$ cat config.mk
export PLATFORM = sky130hd
export DESIGN_NAME = receive_flat
export DESIGN_NICKNAME = d
export VERILOG_FILES = /design/src/rtl/receive_if.sv /design/src/rtl/receive.sv /design/src/flat_wrapper.sv
export SDC_FILE = /design/constraint.sdc
export NUM_CORES = 1
export LEC_CHECK = 0
export CORE_MARGIN = 1.5
export CORE_UTILIZATION = 39
export DETAILED_ROUTE_END_ITERATION = 16
export PLACE_DENSITY = 0.75
export SLEW_MARGIN = 20
export SYNTH_ARGS = -nofsm -noshare
export SYNTH_HDL_FRONTEND = slang
export SYNTH_SLANG_ARGS = --single-unit
$ cat constraint.sdc
create_clock -name GTX_CLK -period 3 [get_ports GTX_CLK]
set_input_delay 0.6 -clock GTX_CLK [delete_from_list [all_inputs] [get_ports GTX_CLK]]
set_output_delay 0.6 -clock GTX_CLK [all_outputs]
set_load 0.01 [all_outputs]
$ cat src/rtl/receive_if.sv
// Receive-side PCS bus: decoded code groups in, GMII receive signals and error count out.
interface receive_if #(
  parameter int ERR_CNT_W = 8
);
  logic                 sync_status;
  logic [7:0]           rx_octet;
  logic                 rx_is_k;
  logic                 rx_cg_valid;
  logic [7:0]           RXD;
  logic                 RX_DV;
  logic                 RX_ER;
  logic                 receiving;
  logic [ERR_CNT_W-1:0] rx_err_count;

  modport master (
    output sync_status, rx_octet, rx_is_k, rx_cg_valid,
    input  RXD, RX_DV, RX_ER, receiving, rx_err_count
  );

  modport slave (
    input  sync_status, rx_octet, rx_is_k, rx_cg_valid,
    output RXD, RX_DV, RX_ER, receiving, rx_err_count
  );
endinterface

$ cat src/rtl/receive.sv
// PCS receive state machine: turns decoded /I/ /S/ /D/ /T/ /R/ code groups into
// registered GMII RXD/RX_DV/RX_ER and keeps a saturating receive-error count.
module receive #(
  parameter int ERR_CNT_W = 8
) (
  input  logic     GTX_CLK,
  input  logic     mr_main_reset,
  receive_if.slave bus
);

  localparam logic [7:0] K28_5    = 8'hBC;
  localparam logic [7:0] K_START  = 8'hFB;
  localparam logic [7:0] K_TERM   = 8'hFD;
  localparam logic [7:0] K_CEXT   = 8'hF7;
  localparam logic [7:0] D5_6     = 8'hC5;
  localparam logic [7:0] D16_2    = 8'h50;
  localparam logic [7:0] PREAMBLE = 8'h55;

  localparam logic [ERR_CNT_W-1:0] CNT_MAX = {ERR_CNT_W{1'b1}};
  localparam logic [ERR_CNT_W-1:0] CNT_ONE = {{(ERR_CNT_W-1){1'b0}}, 1'b1};

  typedef enum logic [7:0] {
    LINK_FAILED     = 8'b0000_0001,
    WAIT_FOR_K      = 8'b0000_0010,
    RX_K            = 8'b0000_0100,
    IDLE_D          = 8'b0000_1000,
    START_OF_PACKET = 8'b0001_0000,
    RECEIVE         = 8'b0010_0000,
    TRI             = 8'b0100_0000,
    TRR             = 8'b1000_0000
  } state_t;

  state_t               r_state;
  state_t               w_next;
  logic [7:0]           r_rxd;
  logic                 r_rx_dv;
  logic                 r_rx_er;
  logic                 r_receiving;
  logic [ERR_CNT_W-1:0] r_err_count;

  logic [7:0] w_rxd;
  logic       w_rx_dv;
  logic       w_rx_er;
  logic       w_receiving;
  logic       w_err;

  logic w_kgrp;
  logic w_data;
  logic w_comma;
  logic w_start;
  logic w_term;
  logic w_cext;
  logic w_idle_d;

  assign w_kgrp   = bus.rx_is_k & bus.rx_cg_valid;
  assign w_data   = ~bus.rx_is_k & bus.rx_cg_valid;
  assign w_comma  = w_kgrp & (bus.rx_octet == K28_5);
  assign w_start  = w_kgrp & (bus.rx_octet == K_START);
  assign w_term   = w_kgrp & (bus.rx_octet == K_TERM);
  assign w_cext   = w_kgrp & (bus.rx_octet == K_CEXT);
  assign w_idle_d = w_data & ((bus.rx_octet == D5_6) || (bus.rx_octet == D16_2));

  // State register and registered GMII outputs
  always_ff @(posedge GTX_CLK or negedge mr_main_reset) begin
    if (!mr_main_reset) begin
      r_state     <= LINK_FAILED;
      r_rxd       <= 8'h00;
      r_rx_dv     <= 1'b0;
      r_rx_er     <= 1'b0;
      r_receiving <= 1'b0;
    end else begin
      r_state     <= w_next;
      r_rxd       <= w_rxd;
      r_rx_dv     <= w_rx_dv;
      r_rx_er     <= w_rx_er;
      r_receiving <= w_receiving;
    end
  end

  // Next state and next output values; loss of sync overrides every state
  always_comb begin
    w_next      = r_state;
    w_rxd       = 8'h00;
    w_rx_dv     = 1'b0;
    w_rx_er     = 1'b0;
    w_receiving = 1'b0;
    w_err       = 1'b0;
    if (!bus.sync_status) begin
      w_next = LINK_FAILED;
      if (r_receiving) begin
        w_rx_dv = 1'b1;
        w_rx_er = 1'b1;
        w_err   = 1'b1;
      end else begin
        w_rx_dv = 1'b0;
      end
    end else begin
      case (r_state)
        LINK_FAILED: w_next = WAIT_FOR_K;
        WAIT_FOR_K: begin
          if (w_comma) w_next = RX_K;
          else         w_next = WAIT_FOR_K;
        end
        RX_K: begin
          if (w_idle_d) begin
            w_next = IDLE_D;
          end else begin
            w_next = WAIT_FOR_K;
            w_err  = 1'b1;
          end
        end
        IDLE_D: begin
          if (w_comma) begin
            w_next = RX_K;
          end else if (w_start) begin
            w_next      = START_OF_PACKET;
            w_rxd       = PREAMBLE;
            w_rx_dv     = 1'b1;
            w_receiving = 1'b1;
          end else begin
            w_next = WAIT_FOR_K;
            w_err  = 1'b1;
          end
        end
        START_OF_PACKET, RECEIVE: begin
          w_receiving = 1'b1;
          if (w_data) begin
            w_next  = RECEIVE;
            w_rxd   = bus.rx_octet;
            w_rx_dv = 1'b1;
          end else if (w_term) begin
            w_next = TRI;
          end else begin
            // Early end (comma) resynchronises; any other bad group stays in the packet
            w_next  = w_comma ? RX_K : RECEIVE;
            w_rx_dv = 1'b1;
            w_rx_er = 1'b1;
            w_err   = 1'b1;
          end
        end
        TRI: begin
          if (w_cext) begin
            w_next = TRR;
          end else begin
            w_next = WAIT_FOR_K;
            w_err  = 1'b1;
          end
        end
        TRR: begin
          if (w_cext) begin
            w_next = TRR;
          end else if (w_comma) begin
            w_next = RX_K;
          end else begin
            w_next = WAIT_FOR_K;
            w_err  = 1'b1;
          end
        end
        default: w_next = LINK_FAILED;
      endcase
    end
  end

  // Saturating error counter, one increment per cycle at most
  always_ff @(posedge GTX_CLK or negedge mr_main_reset) begin
    if (!mr_main_reset) begin
      r_err_count <= {ERR_CNT_W{1'b0}};
    end else if (w_err && (r_err_count != CNT_MAX)) begin
      r_err_count <= r_err_count + CNT_ONE;
    end else begin
      r_err_count <= r_err_count;
    end
  end

  assign bus.RXD          = r_rxd;
  assign bus.RX_DV        = r_rx_dv;
  assign bus.RX_ER        = r_rx_er;
  assign bus.receiving    = r_receiving;
  assign bus.rx_err_count = r_err_count;

endmodule

$ cat src/flat_wrapper.sv
// flat-port wrapper written by rule: the top's interface ports become plain ports
module receive_flat 
#(
  parameter int ERR_CNT_W = 8
)
  (GTX_CLK, mr_main_reset, bus_sync_status, bus_rx_octet, bus_rx_is_k, bus_rx_cg_valid, bus_RXD, bus_RX_DV, bus_RX_ER, bus_receiving, bus_rx_err_count);
  receive_if #(.ERR_CNT_W(ERR_CNT_W)) bus_i ();
  input  logic GTX_CLK;
  input  logic mr_main_reset;
  input wire logic [$bits(bus_i.sync_status)-1:0] bus_sync_status;
  input wire logic [$bits(bus_i.rx_octet)-1:0] bus_rx_octet;
  input wire logic [$bits(bus_i.rx_is_k)-1:0] bus_rx_is_k;
  input wire logic [$bits(bus_i.rx_cg_valid)-1:0] bus_rx_cg_valid;
  output wire logic [$bits(bus_i.RXD)-1:0] bus_RXD;
  output wire logic [$bits(bus_i.RX_DV)-1:0] bus_RX_DV;
  output wire logic [$bits(bus_i.RX_ER)-1:0] bus_RX_ER;
  output wire logic [$bits(bus_i.receiving)-1:0] bus_receiving;
  output wire logic [$bits(bus_i.rx_err_count)-1:0] bus_rx_err_count;
  assign bus_i.sync_status = bus_sync_status;
  assign bus_i.rx_octet = bus_rx_octet;
  assign bus_i.rx_is_k = bus_rx_is_k;
  assign bus_i.rx_cg_valid = bus_rx_cg_valid;
  assign bus_RXD = bus_i.RXD;
  assign bus_RX_DV = bus_i.RX_DV;
  assign bus_RX_ER = bus_i.RX_ER;
  assign bus_receiving = bus_i.receiving;
  assign bus_rx_err_count = bus_i.rx_err_count;
  receive #(.ERR_CNT_W(ERR_CNT_W)) u_core (.GTX_CLK(GTX_CLK), .mr_main_reset(mr_main_reset), .bus(bus_i));
endmodule
==> results of run 1 <==
[layer usage]
layer  vias to the layer above  routed length, um  GRT usage (%)
li1                        597                  -              -
met1                       586               1430           22.7
met2                        34               1510           28.2
met3                         6                110           2.68
met4                         0                 44           5.16
met5                         -                  0              0
[worst reg2reg max path, stage by stage, from the launching register on]
cell	delay, ps
dfrtp_1	430
nor4_1	610
nand3_1	190
a41oi_1	390
o31ai_4	170
buf_4	180
nor4_2	280
xor2_1	190
[flip-flops by register name, summed over array words and instances, names as in the netlist]
| signal | cells |
|---|---|
| u_core.bus.RX_DV | 1 |
| u_core.bus.receiving | 1 |
| u_core.r_state | 8 |
| u_core.bus.RXD | 8 |
| u_core.bus.rx_err_count | 8 |
| u_core.bus.RX_ER | 1 |
[synth_stat cells, drive strengths merged]
cell	n	area, sq um
a31oi	1	6.26
mux2	3	37.5
or4b	2	20.0
or2	1	6.26
inv	3	11.3
nor2b	2	12.5
and3	5	32.5
o21ai	4	20.0
nor2	11	43.8
nor3b	3	22.5
and2b	1	7.51
and4b	1	10.0
nand4	5	31.3
nand3	8	40.0
clkbuf	1	3.75
nor4b	2	23.8
nand2b	3	18.8
nand2	11	41.3
o22ai	2	12.5
buf	1	5.00
o21a	1	7.51
nor4	6	65.1
a41oi	1	8.76
ha	1	12.5
dfstp	1	26.3
nor3	6	30.0
a21oi	6	30.0
o31ai	1	21.3
nand4b	5	43.8
dfrtp	26	651
o32ai	1	16.3
a211oi	2	20.0
xnor2	1	8.76
xor2	8	70.1
[cells by family after synthesis]
kind of cell,synth area share (%)
AND/OR/NAND/NOR,31.7
flip-flops,47.7
AO/OA/AOI/OAI,10.1
XOR/XNOR,5.56
buffers and inverters,1.41
multiplexers,2.65
adder cells (fa/ha/maj),0.882
[path summary, 6_finish.rpt]
check,from,to,slack (ps),cells after the start
worst max-delay path,bus_rx_octet[0],u_core.bus.rx_err_count[7],380,8
worst min-delay path,u_core.bus.rx_err_count[3],u_core.bus.rx_err_count[3],550,1
worst max register to register,u_core.r_state[5],u_core.bus.rx_err_count[7],500,7
worst min register to register,u_core.bus.rx_err_count[3],u_core.bus.rx_err_count[3],550,1
max in group asynchronous,mr_main_reset,u_core.r_state[0],2080,2
min in group asynchronous,mr_main_reset,u_core.bus.rx_err_count[4],630,2
[power groups by stage]
stage / clock [mW] / combinational (mW) / sequential, mW
3_5_place_dp: 0 / 0.0956 / 0.399
6_report: 0.154 / 0.0958 / 0.392
4_1_cts: 0.164 / 0.0961 / 0.392
2_1_floorplan: 0 / 0.0440 / 0.398
3_3_place_gp: 0 / 0.0927 / 0.398
5_1_grt: 0.179 / 0.106 / 0.395
[area by class of cell]
class	count	share of cell area (%)
multi-input cells	104	38.3
flip-flops and latches	27	36.0
repair buffers	41	20.5
well taps	46	3.06
clock buffers	3	1.20
inverters	3	0.598
clock inverters	1	0.399
[through the flow]
stage | cell area, sq um | worst slack (ps)
after floorplan | 1420 | 626
after global placement | 1850 | 121
after detailed placement | 1850 | 13.9
after CTS | 1880 | 378
after global routing | 1880 | 317
final | 1880 | 383
==> impl_metrics.toml, run 1 <==
[place]
dp_hpwl_mm = 2.49
place_inst = 221
place.gp.congestion = 0.861
port_buffers = 31

[clocking]
post_cts_resized = 0
cts_made_buffers = 3
hold_buffers = 0
clk_latency_ps = 320
cts_root_buffer = "clkbuf_4"
postCtsSetupBuffers = 0
cts_tree = "done"
htreeDepth = 1
clkTransAtPathRegs_ps = 140
clock-sinks = 27
max-clock-path-buffers = 2

[sta]
hold_viol_final = 0
period_share_pct = 87.2
worst_pin_slew_ps = 715
finalClockSkew_ps = 0.816
relSlewSlack_pct = 52.0
min_period_ps = 2620
fin_setup_tns_ps = 0
fmax_mhz = 382
finalSetupViolations = 0
rsz0062_at_grt = "no"
slew_violations = 0
holdWs_ps = 553

[worst_setup_path]
cp.required_ps = 3210
endpoint_kind = "flip-flop"
crit_type = "input port to flip-flop"
startpoint_type = "input port"
cp.arrival_ps = 2820
cpPeakStageDelay_ps = 550
path_max_fanout = 6
path_delay_family = "compound AO/OA/AOI/OAI gates"
worstPathCellList = "clkdlybuf4s50_1 -> or4b_1 -> a211oi_2 -> o32ai_2 -> o31ai_4 -> buf_4 -> nor4_2 -> xor2_1"
critPathBufInv = 2
slowest_stage = "or4b_1"

[logic_synthesis]
synthesis.area_sq_mm = 0.00142
synth_fp_nets = 150
yosys_warnings = 0
netlist_instances = 136
ys_seq_area_share_pct = 47.7
syn_avg_cell_area_sq_um = 10.4
ys_types = 42
synth_seq_cells = 27

[finish]
drive_gt1_share_pct = 14.5
final_cell_count_no_fill = 225
final_cell_mix = "31 x clkdlybuf4s50_1, 26 x dfrtp_1, 11 x nand2_1"
area_growth_pct = 32.7
multiInputGateArea_sq_um = 721
final_common_cell = "clkdlybuf4s50_1"
n_antenna_cell = 0
final_nets = 194
nFillCells = 295
ff_latch_area_sq_um = 677
fin_util_pct = 55.1

[floorplanning]
rows = 21
dieHeight_um = 63.3
ioPinCount = 32
fp.dieW_um = 63.3
start_util_pct = 41.5
core_area_sq_mm = 0.00342
die-area_sq_mm = 0.00401

[pwr]
switching_share_pct = 25.8
cell_internal_pwr_uw = 476
power.switching_uw = 166
cellLeakagePower_nw = 0.790
p_seq_share_pct = 61.0
vdd_drop_max_uv = 267
clkPwrFrac_pct = 24.0
power.density_mw_per_mm2 = 341
combPwrFrac_pct = 14.9
finalPower_uw = 642

[global_route]
grt_max_degree = 28
antenna_found_initial = 0
grt_pass1_wl_mm = 5.42
gr-total-overflow = 0
grtUsageTotal_pct = 16.9
grt_pass1_vias = 1232

[detailed_routing]
first_iter_violations = 67
wl_per_cell_um = 13.7
wirelength_mm = 3.09
drc_errors = 0
detail-route-antenna-nets = 0
num_vias = 1223
drtPass1Iterations = 4
viasPerCell = 5.44

[run]
drv_cap = 0

[min_path]
hold_class = "flip-flop to flip-flop"

[status]
status = "completed"
Note: power is estimated with default switching activity, not from simulation.
==> inputs of run 2 (changes only) <==
Clock period 3 ns to 2.95 ns, I/O delays scaled along.
==> impl_metrics.toml, run 2 (synthesis results as in run 1) <==
[status]
status = "completed"

[pwr]
vdd_drop_max_uv = 173
finalPower_uw = 654
power.density_mw_per_mm2 = 347
cellLeakagePower_nw = 0.796

[finish]
n_antenna_cell = 0
drive_gt1_share_pct = 14.4
final_cell_mix = "31 x clkdlybuf4s50_1, 26 x dfrtp_1, 11 x nand2_1, 11 x buf_4, 10 x nor2_1"
fin_util_pct = 55.2
final_nets = 195
design_area_sq_mm = 0.00189
final_common_cell = "clkdlybuf4s50_1"
area_growth_pct = 33.0

[clocking]
clock-sinks = 27
clk_latency_ps = 320
max-clock-path-buffers = 2
clkTransAtPathRegs_ps = 140
cts_tree = "done"
hold_buffers = 0
htreeDepth = 1
cts_made_buffers = 3
post_cts_resized = 0
cts_root_buffer = "clkbuf_4"
postCtsSetupBuffers = 0

[worst_setup_path]
crit_type = "input port to flip-flop"
worstPathCellList = "clkdlybuf4s50_1 -> or4b_1 -> a211oi_2 -> o32ai_2 -> o31ai_4 -> buf_4 -> nor4b_2 -> xor2_1"
critPathBufInv = 2
cpPeakStageDelay_ps = 550
endpoint_kind = "flip-flop"
cp.arrival_ps = 2850
startpoint_type = "input port"
path_delay_family = "compound AO/OA/AOI/OAI gates"
cp.required_ps = 3160
path_max_fanout = 6
slowest_stage = "or4b_1"

[detailed_routing]
drc_errors = 0
wirelength_mm = 3.26
detail-route-antenna-nets = 0
drtPass1Iterations = 4
num_vias = 1267
wl_per_cell_um = 14.4
viasPerCell = 5.61
first_iter_violations = 96

[run]
drv_cap = 0

[sta]
fin_setup_tns_ps = 0
rsz0062_at_grt = "no"
period_share_pct = 89.3
fmax_mhz = 380
finalClockSkew_ps = 5.94
min_period_ps = 2630
worst_pin_slew_ps = 705
hold_viol_final = 0
relSlewSlack_pct = 52.7
slew_violations = 0
finalSetupViolations = 0

[global_route]
antenna_found_initial = 0
grt_pass1_vias = 1232
gr-total-overflow = 0
grt_max_degree = 28
grt_pass1_wl_mm = 5.54
grtUsageTotal_pct = 17.2

[place]
place_area_sq_mm = 0.00186
place.gp.congestion = 0.874
port_buffers = 31
dp_hpwl_mm = 2.56

[floorplanning]
rows = 21
core_area_sq_mm = 0.00342
dieHeight_um = 63.3
ioPinCount = 32
start_util_pct = 41.5
fp.dieW_um = 63.3
die-area_sq_mm = 0.00401

[min_path]
hold_class = "flip-flop to flip-flop"
run 2: cell count changes in the layout (fill, tap and decap cells not counted), sizes merged:
cell	change
buf	+1
clkbuf	+1
clkinvlp	-1
run 2: worst paths after layout:
check,slack [ps],cells after the start,to,startpoint
setup / recovery,320,8,u_core.bus.rx_err_count[5],bus_rx_octet[0]
hold / removal,550,1,u_core.bus.rx_err_count[3],u_core.bus.rx_err_count[3]
setup reg to reg,420,7,u_core.bus.rx_err_count[5],u_core.r_state[5]
hold reg to reg,550,1,u_core.bus.rx_err_count[3],u_core.bus.rx_err_count[3]
max in group asynchronous,2030,2,u_core.r_state[0],mr_main_reset
min in group asynchronous,620,2,u_core.bus.rx_err_count[1],mr_main_reset
run 2: per-layer routing:
layer | routed length, um | GRT usage, %
met1 | 1450 | 22.8
met2 | 1610 | 30.2
met3 | 172 | 2.14
met4 | 21 | 4.08
met5 | 0 | 0
run 2: power breakdown:
part / internal (mW) / total, mW / leakage (nW) / switching [mW]
logic: 0.0512 / 0.100 / 0.416 / 0.0487
registers: 0.382 / 0.398 / 0.365 / 0.0162
clock network: 0.0530 / 0.156 / 0.0150 / 0.103
run 2: through the flow:
step                      cells  setup WS, ps  hold WS (ps)
after floorplan             136           586           294
after global routing        226           237           578
after global placement      222          81.9           532
after CTS                   226           317           554
after detailed placement    222         -39.0           535
final                       226           315           552
run 2: cell type report:
| type | count | area, sq um |
|---|---|---|
| multi-input combinational | 104 | 721 |
| timing repair buffer | 42 | 393 |
| clock buffer | 4 | 26.3 |
| fill | 308 | 1530 |
| tap | 46 | 57.6 |
| sequential | 27 | 677 |
| inverter | 3 | 11.3 |
==> inputs of run 3 (changes only) <==
Settings changed: CORE_MARGIN 1.5 to default, PLACE_DENSITY 0.75 to 0.77.
Clock period 2.95 ns to 2.39 ns, I/O delays scaled along.
==> impl_metrics.toml, run 3 (synthesis results as in run 1) <==
[status]
status = "completed"

[sta]
finalSetupViolations = 0
fin_setup_tns_ps = 0
slew_violations = 0
fmax_mhz = 421
setup_ws_ps = 17.2
relSlewSlack_pct = 69.1
period_share_pct = 99.3
finalClockSkew_ps = 9.84
hold_viol_final = 0
min_period_ps = 2370
worst_pin_slew_ps = 461

[clocking]
cts_root_buffer = "clkbuf_4"
cts_tree = "done"
htreeDepth = 1
clkTransAtPathRegs_ps = 140
cts_made_buffers = 3
clock-sinks = 27
max-clock-path-buffers = 2
clk_latency_ps = 320

[finish]
drive_gt1_share_pct = 26.5
n_antenna_cell = 0
design_area_sq_mm = 0.00214
ff_latch_area_sq_um = 677
area_growth_pct = 50.8
multiInputGateArea_sq_um = 796
final_cell_mix = "29 x buf_4, 26 x dfrtp_1, 24 x clkdlybuf4s50_1"
final_common_cell = "buf_4"
nFillCells = 289
final_nets = 215
fin_util_pct = 62.6

[detailed_routing]
viasPerCell = 5.41
first_iter_violations = 78
wl_per_cell_um = 14.8
drtPass1Iterations = 4
detail-route-antenna-nets = 0
num_vias = 1332
drc_errors = 0
wirelength_mm = 3.63

[worst_setup_path]
worstPathCellList = "clkdlybuf4s50_1 -> or4b_4 -> a211oi_4 -> o32ai_4 -> o31ai_4 -> nor2_1 -> mux2_1"
endpoint_kind = "flip-flop"
path_delay_family = "compound AO/OA/AOI/OAI gates"
crit_type = "input port to flip-flop"
cp.arrival_ps = 2590
slowest_stage = "or4b_4"
cp.required_ps = 2610
startpoint_type = "input port"
critPathBufInv = 1
cpPeakStageDelay_ps = 510
path_max_fanout = 6

[global_route]
antenna_found_initial = 0
gr-total-overflow = 0
grt_max_degree = 28
grt_pass1_vias = 1265
grtUsageTotal_pct = 17.8
grt_pass1_wl_mm = 5.53

[place]
port_buffers = 31
place.gp.congestion = 0.906
place_ws_ps = -390
place_area_sq_mm = 0.00196
dp_hpwl_mm = 2.61

[floorplanning]
fp.dieW_um = 62.3
core_area_sq_mm = 0.00342
start_util_pct = 41.5
dieHeight_um = 62.3
rows = 21
die-area_sq_mm = 0.00388
ioPinCount = 32

[pwr]
vdd_drop_max_uv = 323
power.density_mw_per_mm2 = 389
finalPower_uw = 831
cellLeakagePower_nw = 0.980

[min_path]
hold_class = "input port to flip-flop"

[run]
drv_cap = 0
==> run 3: cell type report <==
class	instances	area share [%]
well taps	46	2.69
clock buffers	3	1.05
repair buffers	62	26.6
flip-flops and latches	27	31.7
clock inverters	1	0.234
multi-input cells	104	37.2
inverters	3	0.527
==> run 3: metrics by stage <==
stage / hold WS (ps) / instances
after floorplan: 182 / 136
after CTS: 506 / 240
after global placement: 522 / 236
after global routing: 495 / 246
final: 473 / 246
after detailed placement: 537 / 236
==> run 3: routing by layer <==
| layer | wire length [um] | track usage (%) |
|---|---|---|
| met4 | 44 | 2.62 |
| met2 | 1850 | 31.7 |
| met3 | 152 | 4.04 |
| met1 | 1590 | 22.3 |
| met5 | 0 | 0 |
==> run 3: worst paths after layout <==
| check | endpoint | slack, ps | startpoint | cells past startpoint |
|---|---|---|---|---|
| worst max-delay path | u_core.bus.rx_err_count[4] | 20 | bus_rx_octet[5] | 7 |
| min in group asynchronous | u_core.bus.rx_err_count[1] | 500 | mr_main_reset | 2 |
| worst min register to register | u_core.bus.rx_err_count[3] | 560 | u_core.bus.rx_err_count[3] | 1 |
| max in group asynchronous | u_core.r_state[0] | 1590 | mr_main_reset | 2 |
| worst max register to register | u_core.bus.rx_err_count[5] | 190 | u_core.r_state[5] | 8 |
| worst min-delay path | u_core.bus.RXD[1] | 470 | bus_rx_octet[1] | 2 |
==> run 3: where the power goes <==
group	total [mW]	switching (mW)	internal, mW
combinational	0.152	0.0728	0.0796
sequential	0.488	0.0166	0.472
clock	0.190	0.127	0.0627
==> run 3: timing repair <==
action                                  CTS  global route
setup buffers                             0             6
hold buffers                              0             0
gates resized for setup                   1            19
endpoints found under the setup margin    6             7
pin swaps                                 1            10
